[src/rtl/xmpl_dec.sv]
// xmpl_dec -- decimating accumulator behind the xmpl_dsp_core filter stage.
//
// Sums 2^DEC_LOG2 accepted filter samples, rounds the sum half-up to the window
// average, reduces the average to OUT_W bits and queues it, together with the
// OR of the per-sample status flags, in a small output FIFO drained through a
// valid/ready handshake.
//
// Build option:
//   XMPL_DEC_SAT_EN  defined   : average saturates to the signed OUT_W range
//                    undefined : average wraps to its low OUT_W bits
//
// Ports:
//   clk_i         in   clock, rising edge
//   reset_i       in   synchronous active-high reset
//   en_dec_i      in   block enable; low clears the partial window
//   flt_vld_i     in   filter sample valid
//   flt_c23_i     in   23-bit two's complement filter sample
//   flt_status_i  in   status flag of the current sample
//   dec_vld_o     out  FIFO head valid
//   dec_rdy_i     in   downstream ready
//   dec_data_o    out  decimated sample (signed, OUT_W bits)
//   dec_status_o  out  OR of status flags over the window
//   ovf_o         out  sticky FIFO overflow flag
//   ovf_clr_i     in   clears ovf_o
module xmpl_dec #(
    parameter int DEC_LOG2   = 2,
    parameter int OUT_W      = 16,
    parameter int FIFO_DEPTH = 4
) (
    input  logic             clk_i,
    input  logic             reset_i,
    input  logic             en_dec_i,
    input  logic             flt_vld_i,
    input  logic [22:0]      flt_c23_i,
    input  logic             flt_status_i,
    output logic             dec_vld_o,
    input  logic             dec_rdy_i,
    output logic [OUT_W-1:0] dec_data_o,
    output logic             dec_status_o,
    output logic             ovf_o,
    input  logic             ovf_clr_i
);

    localparam int N     = 1 << DEC_LOG2;
    localparam int ACC_W = 23 + DEC_LOG2;
    localparam int RND_W = 24 + DEC_LOG2;
    localparam int CNT_W = (DEC_LOG2 > 0) ? DEC_LOG2 : 1;
    localparam int PTR_W = (FIFO_DEPTH > 2) ? $clog2(FIFO_DEPTH) : 1;

    // Half an LSB of the average; zero when N=1 so the add vanishes.
    localparam logic signed [RND_W-1:0] HALF = RND_W'(N >> 1);

`ifdef XMPL_DEC_SAT_EN
    localparam logic signed [RND_W-1:0] SAT_MAX = RND_W'((1 << (OUT_W - 1)) - 1);
    localparam logic signed [RND_W-1:0] SAT_MIN = -SAT_MAX - RND_W'(1);
`endif

    function automatic logic signed [RND_W-1:0] round_avg(input logic signed [ACC_W-1:0] a);
        logic signed [RND_W-1:0] w;
        w = RND_W'(a) + HALF;
        return w >>> DEC_LOG2;
    endfunction

    function automatic logic signed [OUT_W-1:0] reduce(input logic signed [RND_W-1:0] r);
`ifdef XMPL_DEC_SAT_EN
        if (r > SAT_MAX)      return OUT_W'(SAT_MAX);
        else if (r < SAT_MIN) return OUT_W'(SAT_MIN);
        else                  return OUT_W'(r);
`else
        return OUT_W'(r);
`endif
    endfunction

    // ---------------- stage p0: window accumulation ----------------
    logic signed [22:0]      smp_p0;
    logic signed [ACC_W-1:0] acc_p0;
    logic signed [ACC_W-1:0] acc_final_p0;
    logic                    stat_p0;
    logic [CNT_W-1:0]        cnt_p0;
    logic                    accept_p0;
    logic                    last_p0;
    logic                    vld_p0;
    logic signed [OUT_W-1:0] res_p0;
    logic                    res_stat_p0;

    assign smp_p0       = flt_c23_i;
    assign accept_p0    = flt_vld_i && en_dec_i;
    assign last_p0      = (cnt_p0 == CNT_W'(N - 1));
    assign vld_p0       = accept_p0 && last_p0;
    // Final sample joins the sum combinationally so the result is pushed this edge.
    assign acc_final_p0 = acc_p0 + ACC_W'(smp_p0);
    assign res_p0       = reduce(round_avg(acc_final_p0));
    assign res_stat_p0  = stat_p0 | flt_status_i;

    always_ff @(posedge clk_i) begin
        if (reset_i || !en_dec_i) begin
            acc_p0  <= '0;
            stat_p0 <= 1'b0;
            cnt_p0  <= '0;
        end else if (accept_p0) begin
            if (last_p0) begin
                acc_p0  <= '0;
                stat_p0 <= 1'b0;
                cnt_p0  <= '0;
            end else begin
                acc_p0  <= acc_final_p0;
                stat_p0 <= res_stat_p0;
                cnt_p0  <= cnt_p0 + CNT_W'(1);
            end
        end
    end

    // ---------------- stage p1: output FIFO ----------------
    logic signed [OUT_W-1:0] mem_data_p1 [FIFO_DEPTH];
    logic                    mem_stat_p1 [FIFO_DEPTH];
    logic [PTR_W-1:0]        wr_ptr_p1;
    logic [PTR_W-1:0]        rd_ptr_p1;
    logic [PTR_W:0]          count_p1;
    logic                    full_p1;
    logic                    pop_p1;
    logic                    push_ok_p1;

    assign full_p1    = (count_p1 == (PTR_W + 1)'(FIFO_DEPTH));
    assign dec_vld_o  = (count_p1 != '0);
    assign pop_p1     = dec_vld_o && dec_rdy_i;
    // A same-cycle pop frees the slot, so a push into a full FIFO still lands.
    assign push_ok_p1 = vld_p0 && (!full_p1 || pop_p1);

    always_ff @(posedge clk_i) begin
        if (reset_i) begin
            wr_ptr_p1 <= '0;
            rd_ptr_p1 <= '0;
            count_p1  <= '0;
        end else begin
            if (push_ok_p1) wr_ptr_p1 <= PTR_W'((wr_ptr_p1 + 1'b1) % FIFO_DEPTH);
            if (pop_p1)     rd_ptr_p1 <= PTR_W'((rd_ptr_p1 + 1'b1) % FIFO_DEPTH);
            if (push_ok_p1 && !pop_p1)      count_p1 <= count_p1 + 1'b1;
            else if (!push_ok_p1 && pop_p1) count_p1 <= count_p1 - 1'b1;
        end
    end

    always_ff @(posedge clk_i) begin
        if (push_ok_p1) begin
            mem_data_p1[wr_ptr_p1] <= res_p0;
            mem_stat_p1[wr_ptr_p1] <= res_stat_p0;
        end
    end

    // Entries are not reset, so the head is masked while the FIFO is empty.
    assign dec_data_o   = dec_vld_o ? mem_data_p1[rd_ptr_p1] : '0;
    assign dec_status_o = dec_vld_o ? mem_stat_p1[rd_ptr_p1] : 1'b0;

    // Overflow takes priority over a same-cycle clear.
    always_ff @(posedge clk_i) begin
        if (reset_i)                         ovf_o <= 1'b0;
        else if (vld_p0 && full_p1 && !pop_p1) ovf_o <= 1'b1;
        else if (ovf_clr_i)                  ovf_o <= 1'b0;
    end

endmodule

[config.mk]
export PLATFORM = sky130hd
export DESIGN_NAME = xmpl_dec
export DESIGN_NICKNAME = d
export VERILOG_FILES = /design/src/rtl/xmpl_dec.sv
export SDC_FILE = /design/constraint.sdc
export NUM_CORES = 1
export LEC_CHECK = 0
export ABC_CLOCK_PERIOD_IN_PS = 4200
export CELL_PAD_IN_SITES_DETAIL_PLACEMENT = 0
export CELL_PAD_IN_SITES_GLOBAL_PLACEMENT = 1
export CORE_MARGIN = 10
export CORE_UTILIZATION = 47
export DETAILED_ROUTE_END_ITERATION = 10
export GPL_ROUTABILITY_DRIVEN = 0
export PLACE_DENSITY = 0.91
export SLEW_MARGIN = 20
export SYNTH_ARGS = -nofsm -noshare
export SYNTH_HDL_FRONTEND = slang
export SYNTH_SLANG_ARGS = --single-unit
[constraint.sdc]
create_clock -name clk_i -period 4.2 [get_ports clk_i]
set_clock_uncertainty 0.15 [all_clocks]
set_input_delay 0.63 -clock clk_i [delete_from_list [all_inputs] [get_ports clk_i]]
set_output_delay 0.63 -clock clk_i [all_outputs]
set_load 0.01 [all_outputs]
==> results.txt <==
The post-route cell area came out at 5870 um^2. The met3 track demand over resource in global routing is 0.0276. The floorplan has 37 rows. The number of failing hold endpoints at the final stage was 0.

The overall die area is 15400 um^2. The worst hold path belongs to the class reg2reg. The worst slew slack as a fraction of its limit came out at 0.411. The met2 usage is 0.226. The CTS tree is done. The sequential power share is 0.460. The global routing usage summed across all routing layers came out at 0.136. The count of antenna diodes in the layout came out at 0.

The count of nets left with antenna violations after detail routing is 0. The primary flip-flop cell chosen by synthesis mapping is sky130_fd_sc_hd__edfxtp_1. The average instance area after synthesis came out at 12.5 um^2. The arrival time at the worst endpoint came out at 3.80 ns. The switching component of the power is 0.701 mW.

The slew at the pin with the worst max-slew slack came out at a little under 0.9 ns. The via count of the first global-routing pass came out at between 3000 and 4000. For this run, the number of Yosys warnings is 0. Setup repair after global routing left no endpoint under its margin. The number of antenna violations at the first check in global routing came out at 0.

Entering global routing, the biggest net connects 24 pins. The post-CTS repair timing setup buffer count came out at 0. The data required time of the critical path came out at roughly 4.2 ns. Leaving out fill and tap cells, the most frequent cell in the layout is sky130_fd_sc_hd__edfxtp_1. The utilization after layout is 0.564. In this run the critical register-to-register path is captured at mem_data_p1[3][14].

In the global route stage, met1 resource usage came out at 0.176. The worst-case register-to-register setup slack is about 0.76 ns. The fraction of registers with async set/reset is 0.

The worst register-to-register path begins at acc_p0[0]. The detail-routed net length per standard cell came out at ~17 um. The root buffer cell is sky130_fd_sc_hd__clkbuf_8. The mapped netlist covers ~5100 um^2. The most utilized layer in the global route result is met2. The max-capacitance violation count is 0.

The clock latency of the later-clocked register in the worst-skew pair is between 0.3 and 0.4 ns. The remaining global-route overflow came out at 0. After routing, the total negative slack on setup checks comes to 0 ns.

The top cell types in the final layout, fill and taps aside, are sky130_fd_sc_hd__edfxtp_1, sky130_fd_sc_hd__clkdlybuf4s50_1, sky130_fd_sc_hd__nor2_1, sky130_fd_sc_hd__dfxtp_1, sky130_fd_sc_hd__and2_1. The maximum ir drop on the vdd rail is around 0.00021 V. Dividing the final minimum period by the clock period gives 0.911. The fraction of power consumed by combinational cells came out at 0.284. The number of buffers inserted by hold repair at cts came out at 0.

For this design the static power due to leakage is between 2 and 2.5 nW. The clock transition at the registers of the reported paths is ~0.1 ns. For this run, the register share of the synthesized area comes to 0.524. Summed over all layers, the routed wires come to 10.1 mm. The ratio of total power to cell area is between 400 and 500 nW/um^2. The post-synthesis sequential element count is between 90 and 100. Dividing the detail-routed via count by the number of cells gives ~5.5. For this block, the initial DRC count from the detailed router was 182. Post-CTS repair changed the size of 0 cells. In this run the worst path has a maximum fanout of 5. The cell area after placement is roughly 5700 um^2. The number of pins with negative max-slew slack in the final report is 0. The TritonCTS buffer count is 9. The flow ran to the end, and the final reports show no timing, DRC or antenna violations. The minimum clock period is 3.83 ns. The maximum operating frequency is 0.261 GHz. The worst setup path is captured at a flip-flop.

The cell depth of the worst flop-to-flop path is 9. The total internal power is 1.70 mW. The worst hold path begins at ovf_o. In this run the count of I/O pins placed on the die edge is just under 50. The die boundary width is between 100 and 150 um. The startpoint type of the worst setup path is an input port. The share of total power dissipated in the clock network is 0.256. Of the cells placed in the final design, the portion with a size suffix greater than 1 is 0.123. The final layout contains 507 nets. Summed over all nets, the half-perimeter wirelength after detailed placement is 7.38 mm. The wire length of the first global-routing pass is around 17 mm.

The startpoint-to-endpoint class of the critical path is in2reg. For hold timing, the worst endpoint is ovf_o. When the netlist entered floorplanning its net count stood at roughly 460. The clock passes through at most 2 buffers. The total power of the final layout came out at roughly 2.4 mW. The tree built by TritonCTS fans out to 99 sinks. The count of vias placed by the detailed router came out at ~3300. The region available for standard cell placement spans approximately 10000 um^2.

The number of optimization iterations in the first detailed-route pass came out at 4. Yosys mapped a number of flops with a built-in enable equal to a little under 70. The switching share of power is 0.292. The height of the die is approximately 120 um. The starting density of the core came out at 0.487.

The post-synthesis cell type count came out at 58. The synthesized netlist cell count is roughly 400. In this run the tool buffered the top-level ports with 43 buffer cells. The DRC violation count after routing came out at 0. The H-tree depth reported by CTS is 3. The number of endpoints failing setup at the final stage came out at 0. Along the worst hold path, the cell count comes to 2.

The synthesis-to-layout area growth came out at 15.6%.
[per-layer routing]
metal / vias to the layer above / wire [um] / share of wire
li1: 1619 / - / -
met1: 1587 / 4730 / 0.47
met2: 55 / 4870 / 0.48
met3: 2 / 403 / 0.040
met4: 0 / 57 / 0.0057
met5: - / 0 / 0
[cell usage after synthesis, types with 7 or more instances]
master | n | area, um^2
sky130_fd_sc_hd__xor2_1 | 13 | 114
sky130_fd_sc_hd__a22oi_1 | 16 | 120
sky130_fd_sc_hd__ha_1 | 24 | 300
sky130_fd_sc_hd__mux4_2 | 17 | 383
sky130_fd_sc_hd__nor2_1 | 38 | 143
sky130_fd_sc_hd__edfxtp_1 | 68 | 2040
sky130_fd_sc_hd__nand2_1 | 11 | 41.3
sky130_fd_sc_hd__and2_1 | 27 | 169
sky130_fd_sc_hd__dfxtp_1 | 31 | 621
sky130_fd_sc_hd__nor3_1 | 8 | 40.0
sky130_fd_sc_hd__clkbuf_1 | 16 | 60.1
sky130_fd_sc_hd__o21ai_0 | 7 | 35.0
sky130_fd_sc_hd__inv_1 | 13 | 48.8
sky130_fd_sc_hd__xnor2_1 | 16 | 140
sky130_fd_sc_hd__nand3_1 | 8 | 40.0
sky130_fd_sc_hd__a21oi_1 | 13 | 65.1
[through the flow]
stage	cells	hold slack [ns]	worst slack, ns
floorplan	406	0.311	0.694
global placement	576	0.310	0.0830
detailed placement	576	0.323	0.0141
CTS	592	0.340	0.379
global route	592	0.364	0.191
finish	592	0.334	0.375
[cell type report]
type	count	area, um^2
multi-input combinational	276	2290
sequential	99	2660
timing repair buffer	52	498
clock buffer	10	149
tap	136	170
inverter	13	48.8
fill	876	4550
clock inverter	6	51.3
[flip-flops by register name (all words and copies together) (netlist names), named ones only]
| name | flops |
|---|---|
| mem_data_p1 | 64 |
| acc_p0 | 18 |
| mem_stat_p1 | 4 |
| count_p1 | 3 |
| cnt_p0 | 2 |
| rd_ptr_p1 | 2 |
| wr_ptr_p1 | 2 |
| ovf_o | 1 |
| stat_p0 | 1 |
[how the worst max path moves through the flow]
| stage | end | cells after the start | start | slack (ns) |
|---|---|---|---|---|
| after floorplan | mem_data_p1[0][15] | 9 | flt_c23_i[0] | 0.69 |
| after global placement | mem_data_p1[0][13] | 10 | flt_c23_i[0] | 0.08 |
| after detailed placement | mem_data_p1[2][13] | 10 | flt_c23_i[0] | 0.01 |
| after CTS | mem_data_p1[1][13] | 10 | flt_c23_i[0] | 0.38 |
| after global routing | mem_data_p1[0][12] | 10 | flt_c23_i[0] | 0.19 |
| final | mem_data_p1[3][14] | 10 | flt_c23_i[0] | 0.37 |
[logic make-up after synthesis]
group / after synthesis / synth area share
simple gates: 121 / 0.131
flops: 99 / 0.524
compound gates: 78 / 0.118
buf+inv: 31 / 0.0244
xor+xnor: 29 / 0.0500
fa+ha+maj: 26 / 0.0670
mux: 22 / 0.0853
[power groups by stage]
stage | Sequential (mW) | Clock [mW] | Combinational (mW)
after CTS | 1.10 | 0.627 | 0.696
after global placement | 1.12 | 0 | 0.675
final | 1.10 | 0.614 | 0.682
after floorplan | 1.11 | 0 | 0.404
after detailed placement | 1.13 | 0 | 0.692
after global routing | 1.11 | 0.668 | 0.754
[worst max-delay path: stages]
cell	delay [ns]
sky130_fd_sc_hd__clkdlybuf4s50_1	0.41
sky130_fd_sc_hd__ha_1	0.25
sky130_fd_sc_hd__fa_1	0.44
sky130_fd_sc_hd__a211oi_4	0.33
sky130_fd_sc_hd__o22a_1	0.19
sky130_fd_sc_hd__nand4_1	0.14
sky130_fd_sc_hd__or4b_4	0.61
sky130_fd_sc_hd__nor3b_4	0.29
sky130_fd_sc_hd__nand4_1	0.15
sky130_fd_sc_hd__xnor2_1	0.37
(Power assumes the default switching activity.)
